File: config.mk
export PLATFORM = sky130hd
export DESIGN_NAME = cmp_search_ctrl
export DESIGN_NICKNAME = d
export VERILOG_FILES = /design/src/rtl/cmp_search_ctrl.sv
export SDC_FILE = /design/constraint.sdc
export NUM_CORES = 1
export LEC_CHECK = 0
export ABC_AREA = 1
export CAP_MARGIN = 40
export CORE_ASPECT_RATIO = 1.4
export CORE_MARGIN = 5
export CORE_UTILIZATION = 46
export DETAILED_ROUTE_END_ITERATION = 10
export PLACE_DENSITY = 0.87
export SETUP_SLACK_MARGIN = 0.3
export SLEW_MARGIN = 10
export SYNTH_ARGS = -nofsm -noshare
export SYNTH_HDL_FRONTEND = slang
export SYNTH_SLANG_ARGS = --single-unit
export TNS_END_PERCENT = 10
File: constraint.sdc
create_clock -name clk -period 1.55 [get_ports clk]
set_clock_uncertainty 0.1 [all_clocks]
set_input_delay 0.155 -clock clk [delete_from_list [all_inputs] [get_ports clk]]
set_output_delay 0.155 -clock clk [all_outputs]
set_load 0.01 [all_outputs]
File: src/rtl/cmp_search_ctrl.sv
// Binary-search initiator on the compare req/ack interface: probes a responder's hidden key over 0..2^W-1.
// Defining CMP_SEARCH_TIMEOUT_EN adds a WAIT-state ack timeout (TIMEOUT cycles) that ends the search with err.
module cmp_search_ctrl #(
  parameter int W       = 4,
  parameter int CW      = $clog2(W + 2),
  parameter int TIMEOUT = 16
) (
  input  logic          clk,
  input  logic          reset,
  input  logic          start,
  output logic          cmp_req,
  output logic [W-1:0]  cmp_a,
  input  logic          cmp_ack,
  input  logic [7:0]    cmp_code,
  output logic          busy,
  output logic          done,
  output logic          found,
  output logic [W-1:0]  result,
  output logic          err,
  output logic [CW-1:0] probe_count
);

  localparam logic [1:0] S_IDLE  = 2'd0;
  localparam logic [1:0] S_PROBE = 2'd1;
  localparam logic [1:0] S_WAIT  = 2'd2;
  localparam logic [1:0] S_DONE  = 2'd3;

  localparam logic [7:0] CODE_LT = 8'h01;
  localparam logic [7:0] CODE_EQ = 8'h02;
  localparam logic [7:0] CODE_GT = 8'h04;

  localparam logic [W-1:0] KEY_MAX = {W{1'b1}};

  logic [1:0]   state;
  logic [W-1:0] lo;
  logic [W-1:0] hi;
  logic         tmo_hit;

  // Midpoint taken from a W+1 bit sum so lo+hi never wraps.
  function automatic logic [W-1:0] midpoint(input logic [W-1:0] a, input logic [W-1:0] b);
    logic [W:0] sum;
    sum = {1'b0, a} + {1'b0, b};
    return sum[W:1];
  endfunction

`ifdef CMP_SEARCH_TIMEOUT_EN
  localparam int TW = (TIMEOUT > 1) ? $clog2(TIMEOUT) : 1;

  logic [TW-1:0] tmo_cnt;

  // Last silent WAIT cycle of the window; an ack in that same cycle still wins.
  assign tmo_hit = (state == S_WAIT) && !cmp_ack && (tmo_cnt == TW'(TIMEOUT - 1));

  always_ff @(posedge clk or posedge reset) begin
    if (reset) begin
      tmo_cnt <= '0;
    end else if (state != S_WAIT) begin
      tmo_cnt <= '0;
    end else if (!cmp_ack) begin
      tmo_cnt <= tmo_cnt + TW'(1);
    end
  end
`else
  logic [31:0] unused_timeout;

  assign unused_timeout = TIMEOUT;
  assign tmo_hit        = 1'b0;
`endif

  assign busy    = (state != S_IDLE);
  assign done    = (state == S_DONE);
  assign cmp_req = (state == S_WAIT);

  always_ff @(posedge clk or posedge reset) begin
    if (reset) begin
      state       <= S_IDLE;
      cmp_a       <= '0;
      found       <= 1'b0;
      result      <= '0;
      err         <= 1'b0;
      probe_count <= '0;
      lo          <= '0;
      hi          <= KEY_MAX;
    end else begin
      case (state)
        S_IDLE: begin
          if (start) begin
            lo          <= '0;
            hi          <= KEY_MAX;
            found       <= 1'b0;
            result      <= '0;
            err         <= 1'b0;
            probe_count <= '0;
            state       <= S_PROBE;
          end
        end

        S_PROBE: begin
          cmp_a <= midpoint(lo, hi);
          state <= S_WAIT;
        end

        S_WAIT: begin
          if (cmp_ack) begin
            probe_count <= probe_count + CW'(1);
            // Boundary tests stop the search before lo/hi could step past 0 or KEY_MAX.
            case (cmp_code)
              CODE_EQ: begin
                found  <= 1'b1;
                result <= cmp_a;
                state  <= S_DONE;
              end
              CODE_LT: begin
                if (cmp_a == hi) begin
                  found <= 1'b0;
                  state <= S_DONE;
                end else begin
                  lo    <= cmp_a + W'(1);
                  state <= S_PROBE;
                end
              end
              CODE_GT: begin
                if (cmp_a == lo) begin
                  found <= 1'b0;
                  state <= S_DONE;
                end else begin
                  hi    <= cmp_a - W'(1);
                  state <= S_PROBE;
                end
              end
              default: begin
                err   <= 1'b1;
                found <= 1'b0;
                state <= S_DONE;
              end
            endcase
          end else if (tmo_hit) begin
            err   <= 1'b1;
            found <= 1'b0;
            state <= S_DONE;
          end
        end

        default: begin
          state <= S_IDLE;
        end
      endcase
    end
  end

endmodule

After elaboration in Yosys (flattened, before gate mapping)
Cells that the tools add are included.

storage, ports and cells
  bits of input ports = 12
  register bits = 23
  logic and storage cells = 72

operators by class
  reductions and logical operators = 11
  equal/unequal tests = 18
  add/sub/neg operators = 4
  multiplexer cells = 31

operators by type and width
  cell                 number
  $mux 4               10
  $pmux 4 s2           3
  $reduce_and 5->1     3
  $eq 4x4->1           2
  $eq 8x1->1 const B   1
  $eq 8x2->1 const B   1
  $eq 8x3->1 const B   1
  $mux 2               4
  $ne 2x1->1 const B   4
  $ne 2x2->1 const B   4
  $reduce_and 4->1     2
  $mux 1               6
  $mux 3               2
  $ne 3x3->1 const B   2
  $pmux 2 s3           1
  $pmux 3 s2           1
  $add 4x4->5          1
  $add 4x1->4 const B  1
  $eq 2x2->1 const B   2
  $pmux 1 s2           2
  $pmux 2 s2           1
  $reduce_bool 2->1    2
  $sub 4x1->4 const B  1
  $add 3x1->3 const B  1
  6 further kinds      6

Longest topological paths before layout
Gate-level depths: netlist (run 1).

  depth after elaboration = 5
  gate-level depth with buffers = 10
  mapped depth without buffers = 10

Least setup slack after synthesis (run 1)
Ideal clock, no wire load.

  path kind = register -> register
  start = register hi[1]
  end = register cmp_a[3]
  path buffers = 0
  stages on the path, launching flop included = 6
  data arrival time = 1312 ps
  library setup time = 87 ps
  data required time = 1363 ps
  path slack = 51 ps
  period minus slack after synthesis = 1499 ps
  cells stage by stage = dfstp_2 -> inv_1 -> fa_1 -> nor2_1 -> o21ai_0 -> a22oi_1

on the way
  word-level cells in the longest chain between the ends = 1

RTL lines
  element                   line  source
  start: declaration        36    logic [W-1:0] hi;
  start signal: assignment  127   hi <= cmp_a - W'(1);
  $add 4x4->5               42    sum = {1'b0, a} + {1'b0, b};
  end signal: assignment    99    cmp_a <= midpoint(lo, hi);
  end: declaration          12    output logic [W-1:0] cmp_a,

No other way between the ends.
A chain may end at the register's enable or synchronous reset.

Final worst setup path (run 1)
  start = register hi[0]
  end = register cmp_a[3]

Same word-level chain as after synthesis.

==> metrics.csv, run 1 <==
stage;metric;value;unit
die;row cnt;24;
placed_design;Detail Placement HPWL;2.57;mm
logic_synthesis;synth warn;0;
sta;Final Cycle Share;101;%
route;First-pass DRT Iterations;4;
route;WL per Instance;13.2;um
logic_synthesis;register area share after synthesis;40.0;%
route;DRC errors left;0;
worst_setup_path;Crit Path Category;reg2reg;
route;post-DR vias/cell;5.06;
global_route;global-route wire length before repair;6.42;mm
route;Antenna Nets Post-Route;0;
layout;layout cells sized above 1;30.9;%
logic_synthesis;Avg Inst Size Synth;7.47;um^2
cts;clk root buf;clkbuf_8;
die;# IOs;28;
placed_design;placer's final routability congestion estimate;0.894;
sta;Slew @ Worst Pin;0.372;ns
die;Die Area;4390;um^2
cts;Clock Path Buffers;2;
route;initial DRC count;51;
sta;Setup-failing EPs final;1;
logic_synthesis;ranking of synthesized cells by area;dfrtp_1, nand2_1, dfstp_2, inv_1, ha_1;
cts;CTS clk-pin slew, worst paths;0.08;ns
worst_setup_path;critical path arrival;1.64;ns
worst_setup_path;Worst Path Required;1.63;ns
die;DIE WIDTH;57.5;um
logic_synthesis;top cell type's share of synthesized area;32.8;%
worst_setup_path;Critical Path Slowest Stage Cell;dfstp_2;
route;vias;1443;
logic_synthesis;leading area contributor after synthesis;dfrtp_1;
layout;# fillers;252;
logic_synthesis;Unique masters post-synth;28;
sta;Fin. Hold Viols;0;
sta;unrepaired setup endpoints after global routing;yes;
worst_setup_path;Crit Path Max Fanout;4;
status;status;finished, violations left;
cts;clock sinks;23;
die;Initial Util;46.9;%
route;final wirelength;3.77;mm
power;peak supply drop;0.00134;V
cts;Num CTS Buffers;3;
global_route;Overall Global Routing Usage;18.3;%
global_route;initial antenna violation count;0;
global_route;Congestion Overflow GR;0;
die;Core Area;3090;um^2
die;Die Ht;76.4;um
sta;worst setup margin;-0.00982;ns
sta;Post-Route Setup TNS;-0.00982;ns
placed_design;dpl ws;-0.0979;ns
global_route;vias in the first global route;1441;
run;max-cap violation count;0;
worst_setup_path;Cell Chain, Critical Path;nand2_2 -> fa_2 -> nor2_4 -> o21ai_1 -> a22oi_1;
cts;clk_lat worst skew;0.27;ns
sta;FMAX;0.641;GHz
power;LEAKAGE;1.05;nW
global_route;largest net degree at the start of global routing;24;
layout;Nets;266;
sta;max-slew violation count;0;
sta;crit path time final;1.56;ns
logic_synthesis;Synth Instances;194;
layout;area delta synth->final;42.6;%
placed_design;buffers added on ports;27;
cts;H-tree depth;1;
logic_synthesis;syn_nets;213;
logic_synthesis;#FFs+latches synth;23;
hold_path;Hold Path Class;in2async;
worst_setup_path;CP Launch Type;register;
layout;# diodes;0;
power;Pwr per Cell Area;1720;nW/um^2
worst_setup_path;Crit. End Element;register;
worst_setup_path;Worst path max stage delay;0.57;ns
worst_setup_path;reg-to-reg slack, setup;-0.01;ns
cts;CTS tree;done;
sta;Max-slew headroom;75.0;%
status;failing checks;setup timing;
logic_synthesis;Synth Cell Area;1450;um^2
==> cells in the mapped netlist, drive strengths merged <==
master / instances
nand2: 69
inv: 31
dfrtp: 19
nor2: 19
o21ai: 17
nand3: 13
ha: 6
a21oi: 4
dfstp: 4
xor2: 3
nand4: 2
a22oi: 1
and3: 1
fa: 1
nand3b: 1
nor3: 1
o211ai: 1
xnor2: 1
==> path summary, 6_finish.rpt <==
check / depth (start not counted) / from / end
min in group clk: 2 / result[3] / result[3]
worst max register to register: 5 / hi[0] / cmp_a[3]
max in group asynchronous: 3 / reset / hi[0]
worst max-delay path: 5 / hi[0] / cmp_a[3]
worst min-delay path: 3 / reset / found
worst min register to register: 2 / result[3] / result[3]
==> report_power, final <==
group          switching [mW]  leakage [nW]  total (mW)  internal [mW]
sequential              0.164         0.288       0.981          0.817
combinational            1.22         0.735        2.19          0.962
clock                   0.203        0.0228       0.387          0.184
total                    1.59          1.05        3.55           1.96
==> layout by cell type (no fill, tap or decap), types with 2 or more instances in the layout <==
master	instances
nor2_1	10
o21ai_1	9
inv_2	6
nor2_4	5
inv_1	22
buf_2	4
a21oi_1	4
nand2_1	57
nand2_2	9
nor2_2	4
buf_6	7
dfrtp_2	3
buf_4	15
o21ai_0	4
clkbuf_8	3
ha_1	6
nand3_1	11
nand2_8	2
dfstp_2	4
dlygate4sd2_1	7
nand3_4	2
dfrtp_1	16
o21ai_2	4
clkdlybuf4s15_1	2
clkdlybuf4s50_1	11
xor2_1	3
inv_4	2
==> cells by family after synthesis <==
kind of cell	Yosys count	synth area share, %
AO/OA/AOI/OAI	23	9.32
AND/OR/NAND/NOR	106	33.5
flip-flops	23	40.0
XOR/XNOR	4	2.42
buffers and inverters	31	8.20
adder cells (fa/ha/maj)	7	6.56
==> layout make-up <==
class	count	area [um^2]	share of cell area, %
Timing Repair Buffer	48	419	20.3
Inverter	31	126	6.11
Multi-Input combinational cell	140	845	40.8
Tap cell	39	48.8	2.36
Sequential cell	23	584	28.3
Clock buffer	4	45.0	2.18
==> metal layers <==
layer	part of all wire [%]	global-route usage, %	up-vias
met5	0	0	-
met4	3.8	10.7	0
met3	2.8	1.36	13
met2	56	31.1	37
met1	38	21.9	679
li1	-	-	714
==> through the flow <==
step / instance area (um^2) / power, mW / utilization [%] / hold WS (ns) / std cells
3_5_place_dp: 1850 / 2.73 / 59.9 / 0.377 / 270
5_1_grt: 2070 / 3.83 / 66.9 / 0.149 / 285
6_report: 2070 / 3.55 / 66.9 / 0.110 / 285
4_1_cts: 2000 / 3.35 / 64.6 / 0.122 / 282
3_3_place_gp: 1850 / 2.70 / 59.9 / 0.362 / 270
2_1_floorplan: 1460 / 2.02 / - / 0.0540 / 194
==> flip-flops by register name, indices dropped and copies added (netlist names) <==
register     count
lo               4
probe_count      3
result           4
cmp_a            4
state            2
err              1
found            1
hi               4
==> timing repair <==
item                                    CTS  global route
endpoints found under the setup margin   38            31
gates resized for setup                  63            16
buffers inserted                          8             3
hold buffers                              0             0
pin swaps                                21             9
==> critical path: cells and delay by family (launching register included) <==
kind	cells	cell delay, ns
flip-flops	1	0.57
adder cells (fa/ha/maj)	1	0.38
AO/OA/AOI/OAI	2	0.24
AND/OR/NAND/NOR	2	0.18
No activity file was read; power rests on OpenSTA's default activity.
==> run 2: changes to the inputs <==
- HOLD_SLACK_MARGIN: unset -> 0.03
==> results of run 2 <==
No change in the layout: final DEF, timing and power equal those of run 1.
